$ cat config.mk
export PLATFORM = sky130hd
export DESIGN_NAME = tc_frame_rx_flat
export DESIGN_NICKNAME = d
export VERILOG_FILES = /design/src/rtl/tc_pkg.sv /design/src/rtl/tc_frame_rx_if.sv /design/src/rtl/tc_edge_sync.sv /design/src/rtl/tc_frame_rx.sv /design/src/flat_wrapper.sv
export SDC_FILE = /design/constraint.sdc
export NUM_CORES = 1
export LEC_CHECK = 0
export CELL_PAD_IN_SITES_DETAIL_PLACEMENT = 1
export CELL_PAD_IN_SITES_GLOBAL_PLACEMENT = 1
export CORE_MARGIN = 3
export CORE_UTILIZATION = 35
export DETAILED_ROUTE_END_ITERATION = 10
export PLACE_DENSITY_LB_ADDON = 0.12
export SETUP_SLACK_MARGIN = 0.2
export SKIP_LAST_GASP = 1
export SYNTH_ARGS = -nofsm -noshare
export SYNTH_HDL_FRONTEND = slang
export SYNTH_HIERARCHICAL = 1
export SYNTH_SLANG_ARGS = --single-unit
$ cat constraint.sdc
create_clock -name sysclk -period 3.3 [get_ports sysclk]
set_clock_uncertainty 0.05 [all_clocks]
set_input_delay 0.33 -clock sysclk [delete_from_list [all_inputs] [get_ports sysclk]]
set_output_delay 0.33 -clock sysclk [all_outputs]
set_load 0.01 [all_outputs]
$ cat src/rtl/tc_pkg.sv
// Shared definitions for the telecommand serial link: payload geometry,
// receiver timing defaults and the receiver state encoding.
package tc_pkg;

    localparam int TC_WORD_W      = 32;
    localparam int TC_NUM_WORDS   = 10;
    localparam int TC_GAP_CYCLES  = 64;
    localparam int TC_SYNC_STAGES = 2;
    localparam int TC_IDX_W       = 4;

    typedef enum logic [0:0] {
        IDLE = 1'b0,
        RECV = 1'b1
    } rx_state_e;

endpackage

$ cat src/rtl/tc_frame_rx_if.sv
// Serial input pair plus word/frame output strobes of the telecommand receiver.
// master = link side driving the serial pins, slave = receiver.
interface tc_frame_rx_if #(
    parameter int WORD_W = tc_pkg::TC_WORD_W
);
    import tc_pkg::*;

    logic                tcclk_in;
    logic                sin;
    logic [WORD_W-1:0]   word_data;
    logic [TC_IDX_W-1:0] word_idx;
    logic                word_valid;
    logic                frame_done;
    logic                frame_err;
    logic                busy;

    modport master (
        output tcclk_in, sin,
        input  word_data, word_idx, word_valid, frame_done, frame_err, busy
    );

    modport slave (
        input  tcclk_in, sin,
        output word_data, word_idx, word_valid, frame_done, frame_err, busy
    );

endinterface

$ cat src/rtl/tc_edge_sync.sv
// Equal-depth synchronisers for a serial clock/data pair, with rising-edge
// detection on the synchronised clock so data and edge stay aligned.
module tc_edge_sync #(
    parameter int SYNC_STAGES = 2
) (
    input  logic clk,
    input  logic rst,
    input  logic clk_in,
    input  logic data_in,
    output logic sin_s,
    output logic clk_rise
);

    logic [SYNC_STAGES-1:0] clk_sync_r;
    logic [SYNC_STAGES-1:0] dat_sync_r;
    logic                   clk_prev_r;

    // Synchroniser chains and previous-value flop for edge detection
    always_ff @(posedge clk or posedge rst) begin
        if (rst) begin
            clk_sync_r <= {SYNC_STAGES{1'b0}};
            dat_sync_r <= {SYNC_STAGES{1'b0}};
            clk_prev_r <= 1'b0;
        end else begin
            clk_sync_r <= {clk_sync_r[SYNC_STAGES-2:0], clk_in};
            dat_sync_r <= {dat_sync_r[SYNC_STAGES-2:0], data_in};
            clk_prev_r <= clk_sync_r[SYNC_STAGES-1];
        end
    end

    assign sin_s    = dat_sync_r[SYNC_STAGES-1];
    assign clk_rise = clk_sync_r[SYNC_STAGES-1] & ~clk_prev_r;

endmodule

$ cat src/rtl/tc_frame_rx.sv
// Telecommand frame receiver: deserialises NUM_WORDS MSB-first words from the
// serial clock/data pair, strobing each word, frame completion and gap timeouts.
module tc_frame_rx import tc_pkg::*; #(
    parameter int WORD_W      = TC_WORD_W,
    parameter int NUM_WORDS   = TC_NUM_WORDS,
    parameter int GAP_CYCLES  = TC_GAP_CYCLES,
    parameter int SYNC_STAGES = TC_SYNC_STAGES
) (
    input  logic          sysclk,
    input  logic          reset,
    tc_frame_rx_if.slave  rx
);

    localparam int BIT_W  = $clog2(WORD_W);
    localparam int WCNT_W = $clog2(NUM_WORDS);
    localparam int GAP_W  = $clog2(GAP_CYCLES);

    localparam logic [BIT_W-1:0]  BIT_LAST  = BIT_W'(WORD_W - 1);
    localparam logic [WCNT_W-1:0] WORD_LAST = WCNT_W'(NUM_WORDS - 1);
    localparam logic [GAP_W-1:0]  GAP_TRIP  = GAP_W'(GAP_CYCLES - 2);
    localparam logic [GAP_W-1:0]  GAP_MAX   = GAP_W'(GAP_CYCLES - 1);

    logic sin_s;
    logic clk_rise_s;

    rx_state_e           state_r,     state_next_s;
    logic [WORD_W-1:0]   shift_r,     shift_next_s;
    logic [BIT_W-1:0]    bit_cnt_r,   bit_cnt_next_s;
    logic [WCNT_W-1:0]   word_cnt_r,  word_cnt_next_s;
    logic [GAP_W-1:0]    gap_cnt_r,   gap_cnt_next_s;
    logic [WORD_W-1:0]   word_data_r, word_data_next_s;
    logic [TC_IDX_W-1:0] word_idx_r,  word_idx_next_s;
    logic                word_valid_r, word_valid_next_s;
    logic                frame_done_r, frame_done_next_s;
    logic                frame_err_r,  frame_err_next_s;
    logic                busy_r,       busy_next_s;
    logic [WORD_W-1:0]   shifted_s;

    tc_edge_sync #(
        .SYNC_STAGES (SYNC_STAGES)
    ) u_sync (
        .clk      (sysclk),
        .rst      (reset),
        .clk_in   (rx.tcclk_in),
        .data_in  (rx.sin),
        .sin_s    (sin_s),
        .clk_rise (clk_rise_s)
    );

    assign shifted_s = {shift_r[WORD_W-2:0], sin_s};

    // Next-state and output decode for the IDLE/RECV receiver
    always_comb begin
        state_next_s      = state_r;
        shift_next_s      = shift_r;
        bit_cnt_next_s    = bit_cnt_r;
        word_cnt_next_s   = word_cnt_r;
        gap_cnt_next_s    = gap_cnt_r;
        word_data_next_s  = word_data_r;
        word_idx_next_s   = word_idx_r;
        word_valid_next_s = 1'b0;
        frame_done_next_s = 1'b0;
        frame_err_next_s  = 1'b0;
        case (state_r)
            IDLE: begin
                gap_cnt_next_s = {GAP_W{1'b0}};
                if (clk_rise_s) begin
                    shift_next_s    = {{(WORD_W-1){1'b0}}, sin_s};
                    bit_cnt_next_s  = BIT_W'(1);
                    word_cnt_next_s = {WCNT_W{1'b0}};
                    state_next_s    = RECV;
                end else begin
                    state_next_s    = IDLE;
                end
            end
            RECV: begin
                if (clk_rise_s) begin
                    shift_next_s   = shifted_s;
                    bit_cnt_next_s = bit_cnt_r + BIT_W'(1);
                    gap_cnt_next_s = {GAP_W{1'b0}};
                    if (bit_cnt_r == BIT_LAST) begin
                        word_data_next_s  = shifted_s;
                        word_idx_next_s   = TC_IDX_W'(word_cnt_r);
                        word_valid_next_s = 1'b1;
                        bit_cnt_next_s    = {BIT_W{1'b0}};
                        if (word_cnt_r == WORD_LAST) begin
                            frame_done_next_s = 1'b1;
                            shift_next_s      = {WORD_W{1'b0}};
                            word_cnt_next_s   = {WCNT_W{1'b0}};
                            state_next_s      = IDLE;
                        end else begin
                            word_cnt_next_s   = word_cnt_r + WCNT_W'(1);
                        end
                    end else begin
                        word_valid_next_s = 1'b0;
                    end
                end else if (gap_cnt_r == GAP_TRIP) begin
                    // Counter reaches GAP_CYCLES-1 this cycle: abandon the partial frame
                    frame_err_next_s = 1'b1;
                    shift_next_s     = {WORD_W{1'b0}};
                    bit_cnt_next_s   = {BIT_W{1'b0}};
                    word_cnt_next_s  = {WCNT_W{1'b0}};
                    gap_cnt_next_s   = {GAP_W{1'b0}};
                    state_next_s     = IDLE;
                end else if (gap_cnt_r != GAP_MAX) begin
                    gap_cnt_next_s   = gap_cnt_r + GAP_W'(1);
                end else begin
                    gap_cnt_next_s   = gap_cnt_r;
                end
            end
            default: begin
                state_next_s    = IDLE;
                shift_next_s    = {WORD_W{1'b0}};
                bit_cnt_next_s  = {BIT_W{1'b0}};
                word_cnt_next_s = {WCNT_W{1'b0}};
                gap_cnt_next_s  = {GAP_W{1'b0}};
            end
        endcase
        busy_next_s = (state_next_s == RECV);
    end

    // State, datapath and registered output flops
    always_ff @(posedge sysclk or posedge reset) begin
        if (reset) begin
            state_r      <= IDLE;
            shift_r      <= {WORD_W{1'b0}};
            bit_cnt_r    <= {BIT_W{1'b0}};
            word_cnt_r   <= {WCNT_W{1'b0}};
            gap_cnt_r    <= {GAP_W{1'b0}};
            word_data_r  <= {WORD_W{1'b0}};
            word_idx_r   <= {TC_IDX_W{1'b0}};
            word_valid_r <= 1'b0;
            frame_done_r <= 1'b0;
            frame_err_r  <= 1'b0;
            busy_r       <= 1'b0;
        end else begin
            state_r      <= state_next_s;
            shift_r      <= shift_next_s;
            bit_cnt_r    <= bit_cnt_next_s;
            word_cnt_r   <= word_cnt_next_s;
            gap_cnt_r    <= gap_cnt_next_s;
            word_data_r  <= word_data_next_s;
            word_idx_r   <= word_idx_next_s;
            word_valid_r <= word_valid_next_s;
            frame_done_r <= frame_done_next_s;
            frame_err_r  <= frame_err_next_s;
            busy_r       <= busy_next_s;
        end
    end

    assign rx.word_data  = word_data_r;
    assign rx.word_idx   = word_idx_r;
    assign rx.word_valid = word_valid_r;
    assign rx.frame_done = frame_done_r;
    assign rx.frame_err  = frame_err_r;
    assign rx.busy       = busy_r;

endmodule

$ cat src/flat_wrapper.sv
// flat-port wrapper written by rule: the top's interface ports become plain ports
module tc_frame_rx_flat import tc_pkg::*;
#(
    parameter int WORD_W      = TC_WORD_W,
    parameter int NUM_WORDS   = TC_NUM_WORDS,
    parameter int GAP_CYCLES  = TC_GAP_CYCLES,
    parameter int SYNC_STAGES = TC_SYNC_STAGES
)
  (sysclk, reset, rx_tcclk_in, rx_sin, rx_word_data, rx_word_idx, rx_word_valid, rx_frame_done, rx_frame_err, rx_busy);
  tc_frame_rx_if #(.WORD_W(WORD_W)) rx_i ();
  input  logic sysclk;
  input  logic reset;
  input wire logic [$bits(rx_i.tcclk_in)-1:0] rx_tcclk_in;
  input wire logic [$bits(rx_i.sin)-1:0] rx_sin;
  output wire logic [$bits(rx_i.word_data)-1:0] rx_word_data;
  output wire logic [$bits(rx_i.word_idx)-1:0] rx_word_idx;
  output wire logic [$bits(rx_i.word_valid)-1:0] rx_word_valid;
  output wire logic [$bits(rx_i.frame_done)-1:0] rx_frame_done;
  output wire logic [$bits(rx_i.frame_err)-1:0] rx_frame_err;
  output wire logic [$bits(rx_i.busy)-1:0] rx_busy;
  assign rx_i.tcclk_in = rx_tcclk_in;
  assign rx_i.sin = rx_sin;
  assign rx_word_data = rx_i.word_data;
  assign rx_word_idx = rx_i.word_idx;
  assign rx_word_valid = rx_i.word_valid;
  assign rx_frame_done = rx_i.frame_done;
  assign rx_frame_err = rx_i.frame_err;
  assign rx_busy = rx_i.busy;
  tc_frame_rx #(.WORD_W(WORD_W), .NUM_WORDS(NUM_WORDS), .GAP_CYCLES(GAP_CYCLES), .SYNC_STAGES(SYNC_STAGES)) u_core (.sysclk(sysclk), .reset(reset), .rx(rx_i));
endmodule
==> impl_metrics.ini, run 1 <==
[status]
status = complete, no violations

[final_layout]
mostFrequentLayoutCells = dfrtp_1 (91), clkdlybuf4s50_1 (43), a22o_1 (34)
share_of_layout_cells_above_drive_strength_1_pct = 20.0
layout.cells.most_common = dfrtp_1
flow.area_growth_from_synthesis_pct = 18.0
postLayoutCoreUtil_pct = 42.8
fillerInstances = 1083
antenna_cells = 0
post_layout_nonfiller_instances = 436
final_nets = 306

[sta]
worstMarginPinSlew_ps = 530
maxClockFrequency_mhz = 490
final_setup_fails = 0
fin_ws_ps = 1260
min_period_ps = 2040
finalHoldViolations = 0
rsz0062_at_grt = no
final_min_period_over_clock_period_pct = 61.9
setup-tns-final_ps = 0
maxSlewViolCount = 0
worst_slew_margin_rel_pct = 64.5

[power_and_ir_drop]
irDropWorstVdd_uv = 177
p_leak_nw = 2.16
power_per_cell_area_nw_per_um2 = 450
p_total_w = 0.00200

[floorplan]
floorplan.die_area_um2 = 12000
floorplan.die.width_um = 110
initial_utilization_pct = 36.3
floorplan.rows = 37
fp.dieH_um = 110
core_area_um2 = 10400
design.portCount = 44

[placement]
count_of_placed_standard_cells_including_taps = 420
worst_slack_after_detailed_placement_ps = 1260
io_buffer_count = 43
place.gp.congestion = 0.690
hpwl_mm = 4.39

[cts]
cts_hold_repair.buffers = 0
clock-sinks = 91
clock_insertion_delay_worst_skew_ps = 360
cts_root_buf = clkbuf_8
tritoncts = done
cts_buffers = 9
maximum_buffer_depth_of_the_clock_tree = 2
h-tree-depth = 3
cts.clk_slew.worst_paths_ps = 90
post_cts_buffers = 0
post_cts_resize_count = 0

[flow_run]
drv.max_cap_violation_count = 0

[yosys]
synth.lib_cells_used.distinct = 37
yosys_register_bits = 91
synth_area_um2 = 3760
synth.top_cell.area_share_pct = 60.5
synthDominantAreaCellType = dfrtp_1
syn-instance-count = 251
netlist_top_cells_area = dfrtp_1 (61%), mux2_4 (11%), a22o_1 (7.9%)
syn_area_per_cell_um2 = 15.0
ys.warnings.count = 6
yosysSeqAreaShare_pct = 60.5
synth_fp_nets = 262

[critical_path]
critPathBufInv = 0
critical-path-max-stage-delay_ps = 420
critical_path.cell_chain = ha_1 -> and3_1 -> ha_1 -> nand2_8 -> mux2_2
slowest_stage = dfrtp_1
worstPathMaxFanout = 37
category_of_the_most_critical_setup_path = reg -> reg
critical_path_arrival_ps = 2240
critical_path.startpoint_type = register
worstPathRequired_ps = 3490
setup.worst_path.end_class = register
timing.reg2reg.setup_slack_ps = 1260
critical-path-top-delay-family = simple AND/OR/NAND/NOR gates
library_cell_appearing_most_often_on_the_critical_path = ha_1

[global_route]
total_routing_resource_utilization_after_global_routing_pct = 12.9
antenna_found_initial = 0
grt_pass1_vias = 2276
overflow = 0
grt_max_degree = 59
grt_pass1_wl_mm = 11.8

[detailed_routing]
first_iter_violations = 84
wire_per_inst_um = 15.8
first_pass_iters = 4
total_via_count_in_the_routed_design = 2145
total_length_of_routed_wires_mm = 6.89
drt.antenna.violating_nets = 0
drt_drc_violations_left = 0
viasPerCell = 4.92

[worst_hold_path]
worst_hold_path_type = in -> async
==> registers in the layout (all words and copies together) (netlist names) <==
signal                    flops
u_core/rx.frame_done          1
u_core/shift_r               31
u_core/u_sync/clk_prev_r      1
u_core/u_sync/dat_sync_r      2
u_core/gap_cnt_r              6
u_core/rx.busy                1
u_core/rx.frame_err           1
u_core/word_cnt_r             4
u_core/rx.word_data          32
u_core/rx.word_idx            4
u_core/rx.word_valid          1
u_core/bit_cnt_r              5
u_core/u_sync/clk_sync_r      2
==> layout make-up <==
type / instances / area (µm²) / area share, %
Inverter: 7 / 27.5 / 0.620
Multi-Input combinational cell: 140 / 1310 / 29.6
Clock inverter: 4 / 32.5 / 0.732
Clock buffer: 12 / 155 / 3.49
Timing Repair Buffer: 46 / 465 / 10.5
Tap cell: 136 / 170 / 3.83
Sequential cell: 91 / 2280 / 51.3
==> metal layers <==
layer | track usage (%) | vias to the layer above | routed length, µm
met3 | 3.70 | 8 | 250
met1 | 18.1 | 1104 | 3430
met2 | 18.7 | 36 | 3100
met4 | 5.08 | 0 | 108
met5 | 0 | - | 0
li1 | - | 997 | -
==> report_power, final <==
group | switching (W) | internal [W] | total [W]
logic | 0.0000670 | 0.0000409 | 0.000108
registers | 0.0000313 | 0.00114 | 0.00117
clock network | 0.000397 | 0.000321 | 0.000718
==> metrics by stage <==
stage / hold WS [ps] / area (µm²)
after detailed placement: 287 / 4250
after floorplan: 58.5 / 3760
after CTS: 155 / 4440
after global placement: 285 / 4250
after global routing: 153 / 4440
final: 164 / 4440
==> cell families (layout without fill, tap and decap cells) <==
logic type | count (synthesis) | count (layout) | synth area share (%)
buffers and inverters | 20 | 69 | 4.65
DFF | 91 | 91 | 60.5
muxes | 38 | 38 | 14.1
and+or+nand+nor | 39 | 39 | 6.18
AOI/OAI and AO/OA | 52 | 52 | 11.3
xor gates and xnor gates | 4 | 4 | 0.931
adders and majority gates | 7 | 7 | 2.33
==> Yosys cell counts (all sizes together) <==
cell type and n:
a211oi 2, a21o 2, a21oi 2, a22o 34, a31oi 1, a41oi 1, and2 2, and3 3
and4 1, and4b 2, buf 13, dfrtp 91, ha 7, inv 7, mux2 36, mux2i 2
nand2 10, nand3 8, nor2 6, nor2b 2, nor3 4, nor4b 1, o21ai 9, o2bb2ai 1
xnor2 2, xor2 2
==> worst paths after layout <==
kind / from / to / cells after the start
setup / recovery: u_core/bit_cnt_r[0] / u_core/rx.word_data[24] / 5
hold / removal: reset / u_core/u_sync/clk_sync_r[0] / 2
setup reg to reg: u_core/bit_cnt_r[0] / u_core/rx.word_data[24] / 5
hold reg to reg: u_core/u_sync/dat_sync_r[0] / u_core/u_sync/dat_sync_r[1] / 0
max in group asynchronous: reset / u_core/bit_cnt_r[3] / 3
min in group sysclk: u_core/u_sync/dat_sync_r[0] / u_core/u_sync/dat_sync_r[1] / 0
==> worst register-to-register path: stages (launching register included) <==
cell and delay (ps):
dfrtp_1 420, ha_1 240, and3_1 210, ha_1 290, nand2_8 340, mux2_2 390
(Power assumes the default switching activity.)
==> run 2: changes to the inputs <==
clock period = 2.1 ns   (was 3.3 ns; I/O delays follow)
==> run 2 against run 1 <==
Combinational power up 110%; first-iteration DRC count is 26% lower; global-route usage is 0.65 points higher; critical path type unchanged; largest cell class unchanged.
==> impl_metrics.ini, run 2 (synthesis gave the netlist of run 1 again) <==
[status]
status = complete, no violations

[final_layout]
largest_register_ffs = 32
flow.area_growth_from_synthesis_pct = 24.3
fillerInstances = 1082
antenna_cells = 0
mostFrequentLayoutCells = dfrtp_1 (91), clkdlybuf4s50_1 (43), a22o_1 (34)
final_nets = 318
layout.cells.most_common = dfrtp_1
share_of_layout_cells_above_drive_strength_1_pct = 25.3

[detailed_routing]
total_length_of_routed_wires_mm = 7.44
highest_routed_layer = met4
total_via_count_in_the_routed_design = 2227
wire_per_inst_um = 16.6
drt_drc_violations_left = 0
metal3_wl_um = 223
viasPerCell = 4.97
met2WireLength_mm = 3.51
first_iter_violations = 62
first_pass_iters = 4
detail_route.wirelength.met1_mm = 3.60
drt.antenna.violating_nets = 0

[placement]
place.gp.congestion = 0.688
hpwl_mm = 4.33
io_buffer_count = 43

[global_route]
total_routing_resource_utilization_after_global_routing_pct = 13.5
grt_pass1_vias = 2373
antenna_found_initial = 0
grt_pass1_wl_mm = 12.4
overflow = 0
grt_max_degree = 87

[cts]
clock-sinks = 91
clock_insertion_delay_worst_skew_ps = 350
cts_root_buf = clkbuf_8
cts.clk_slew.worst_paths_ps = 90
tritoncts = done
cts_hold_repair.buffers = 0
cts_buffers = 9
maximum_buffer_depth_of_the_clock_tree = 2
h-tree-depth = 3

[power_and_ir_drop]
irDropWorstVdd_uv = 314
power_per_cell_area_nw_per_um2 = 703
p_leak_nw = 2.25

[sta]
final_min_period_over_clock_period_pct = 89.4
worstMarginPinSlew_ps = 495
final_setup_fails = 0
finalHoldViolations = 0
worst_slew_margin_rel_pct = 67.0
maxSlewViolCount = 0
setup-tns-final_ps = 0
fin_worst_hold_slack_ps = 75.0
rsz0062_at_grt = yes
min_period_ps = 1880
maxClockFrequency_mhz = 533

[floorplan]
initial_utilization_pct = 36.3
floorplan.rows = 37
design.portCount = 44
core_area_um2 = 10400
floorplan.die.width_um = 110
fp.dieH_um = 110
floorplan.die_area_um2 = 12000

[critical_path]
regToRegStartpoint = u_core/bit_cnt_r[1]
worstPathRequired_ps = 2290
category_of_the_most_critical_setup_path = reg -> reg
critical_path_arrival_ps = 2070
critical_path.cell_chain = ha_2 -> and3_4 -> ha_4 -> and4b_2 -> nor2_4 -> bufbuf_16 -> a22o_1
timing.reg2reg.setup_slack_ps = 220
worst_r2r_path_depth = 7
critical_path.startpoint_type = register
worstReg2RegEnd = u_core/shift_r[22]
critical-path-max-stage-delay_ps = 370
slowest_stage = dfrtp_1
worstPathMaxFanout = 7
setup.worst_path.end_class = register

[worst_hold_path]
worst_hold_path_type = in -> async

[flow_run]
drv.max_cap_violation_count = 0
[run 2: changes by cell type in the layout (fill, tap and decap cells not counted), sizes merged]
cell and change:
buf +9, bufbuf +1, bufinv +1, nand2 +1
[run 2: critical path, delay by kind of cell (launching register included)]
family                     cells  cell delay (ps)
and+or+nand+nor                3              530
DFF                            1              370
adders and majority gates      2              310
buffers and inverters          1              280
AOI/OAI and AO/OA              1              230
[run 2: worst max path at each step]
stage	startpoint	endpoint	slack, ps	cells after the start
2_1_floorplan	u_core/bit_cnt_r[0]	u_core/rx.word_data[0]	300	6
3_3_place_gp	u_core/bit_cnt_r[0]	u_core/rx.word_data[30]	110	5
3_5_place_dp	u_core/bit_cnt_r[0]	u_core/rx.word_data[28]	40	5
4_1_cts	u_core/bit_cnt_r[0]	u_core/shift_r[24]	190	8
5_1_grt	u_core/bit_cnt_r[0]	u_core/shift_r[28]	160	7
6_report	u_core/bit_cnt_r[1]	u_core/shift_r[22]	220	7
[run 2: area by class of cell]
class / count / area [µm²] / area share [%]
clock inverter: 5 / 60.1 / 1.28
inverter: 7 / 30.0 / 0.642
timing repair buffer: 57 / 627 / 13.4
clock buffer: 11 / 141 / 3.02
multi-input combinational: 141 / 1370 / 29.3
sequential: 91 / 2280 / 48.7
tap: 136 / 170 / 3.64
[run 2: metal layers]
layer  vias to the layer above  track usage [%]
met5                         -                0
met3                        11             3.11
met1                      1156             19.1
met2                        44             20.5
li1                       1016                -
met4                         0             4.54
[run 2: what timing repair did]
action,CTS,global route
pin swaps,4,16
gates cloned,3,1
resized for setup,9,3
setup endpoints to repair,69,48
buffers inserted,6,2
[run 2: per-stage QoR]
stage	instance area, µm²	util (%)	total power, W	setup WS (ps)	instances
global route	4680	45.1	0.00345	155	448
detailed placement	4270	41.2	0.00205	39.5	420
finish	4680	45.1	0.00329	223	448
global placement	4270	41.2	0.00205	109	420
CTS	4620	44.6	0.00333	192	445
floorplan	3770	-	0.00200	296	251
[run 2: report_power, final]
part	internal (W)	leakage [nW]	switching [W]
logic	0.000109	0.899	0.000123
clock network	0.000591	0.100	0.000626
registers	0.00179	1.25	0.0000457
total	0.00249	2.25	0.000795
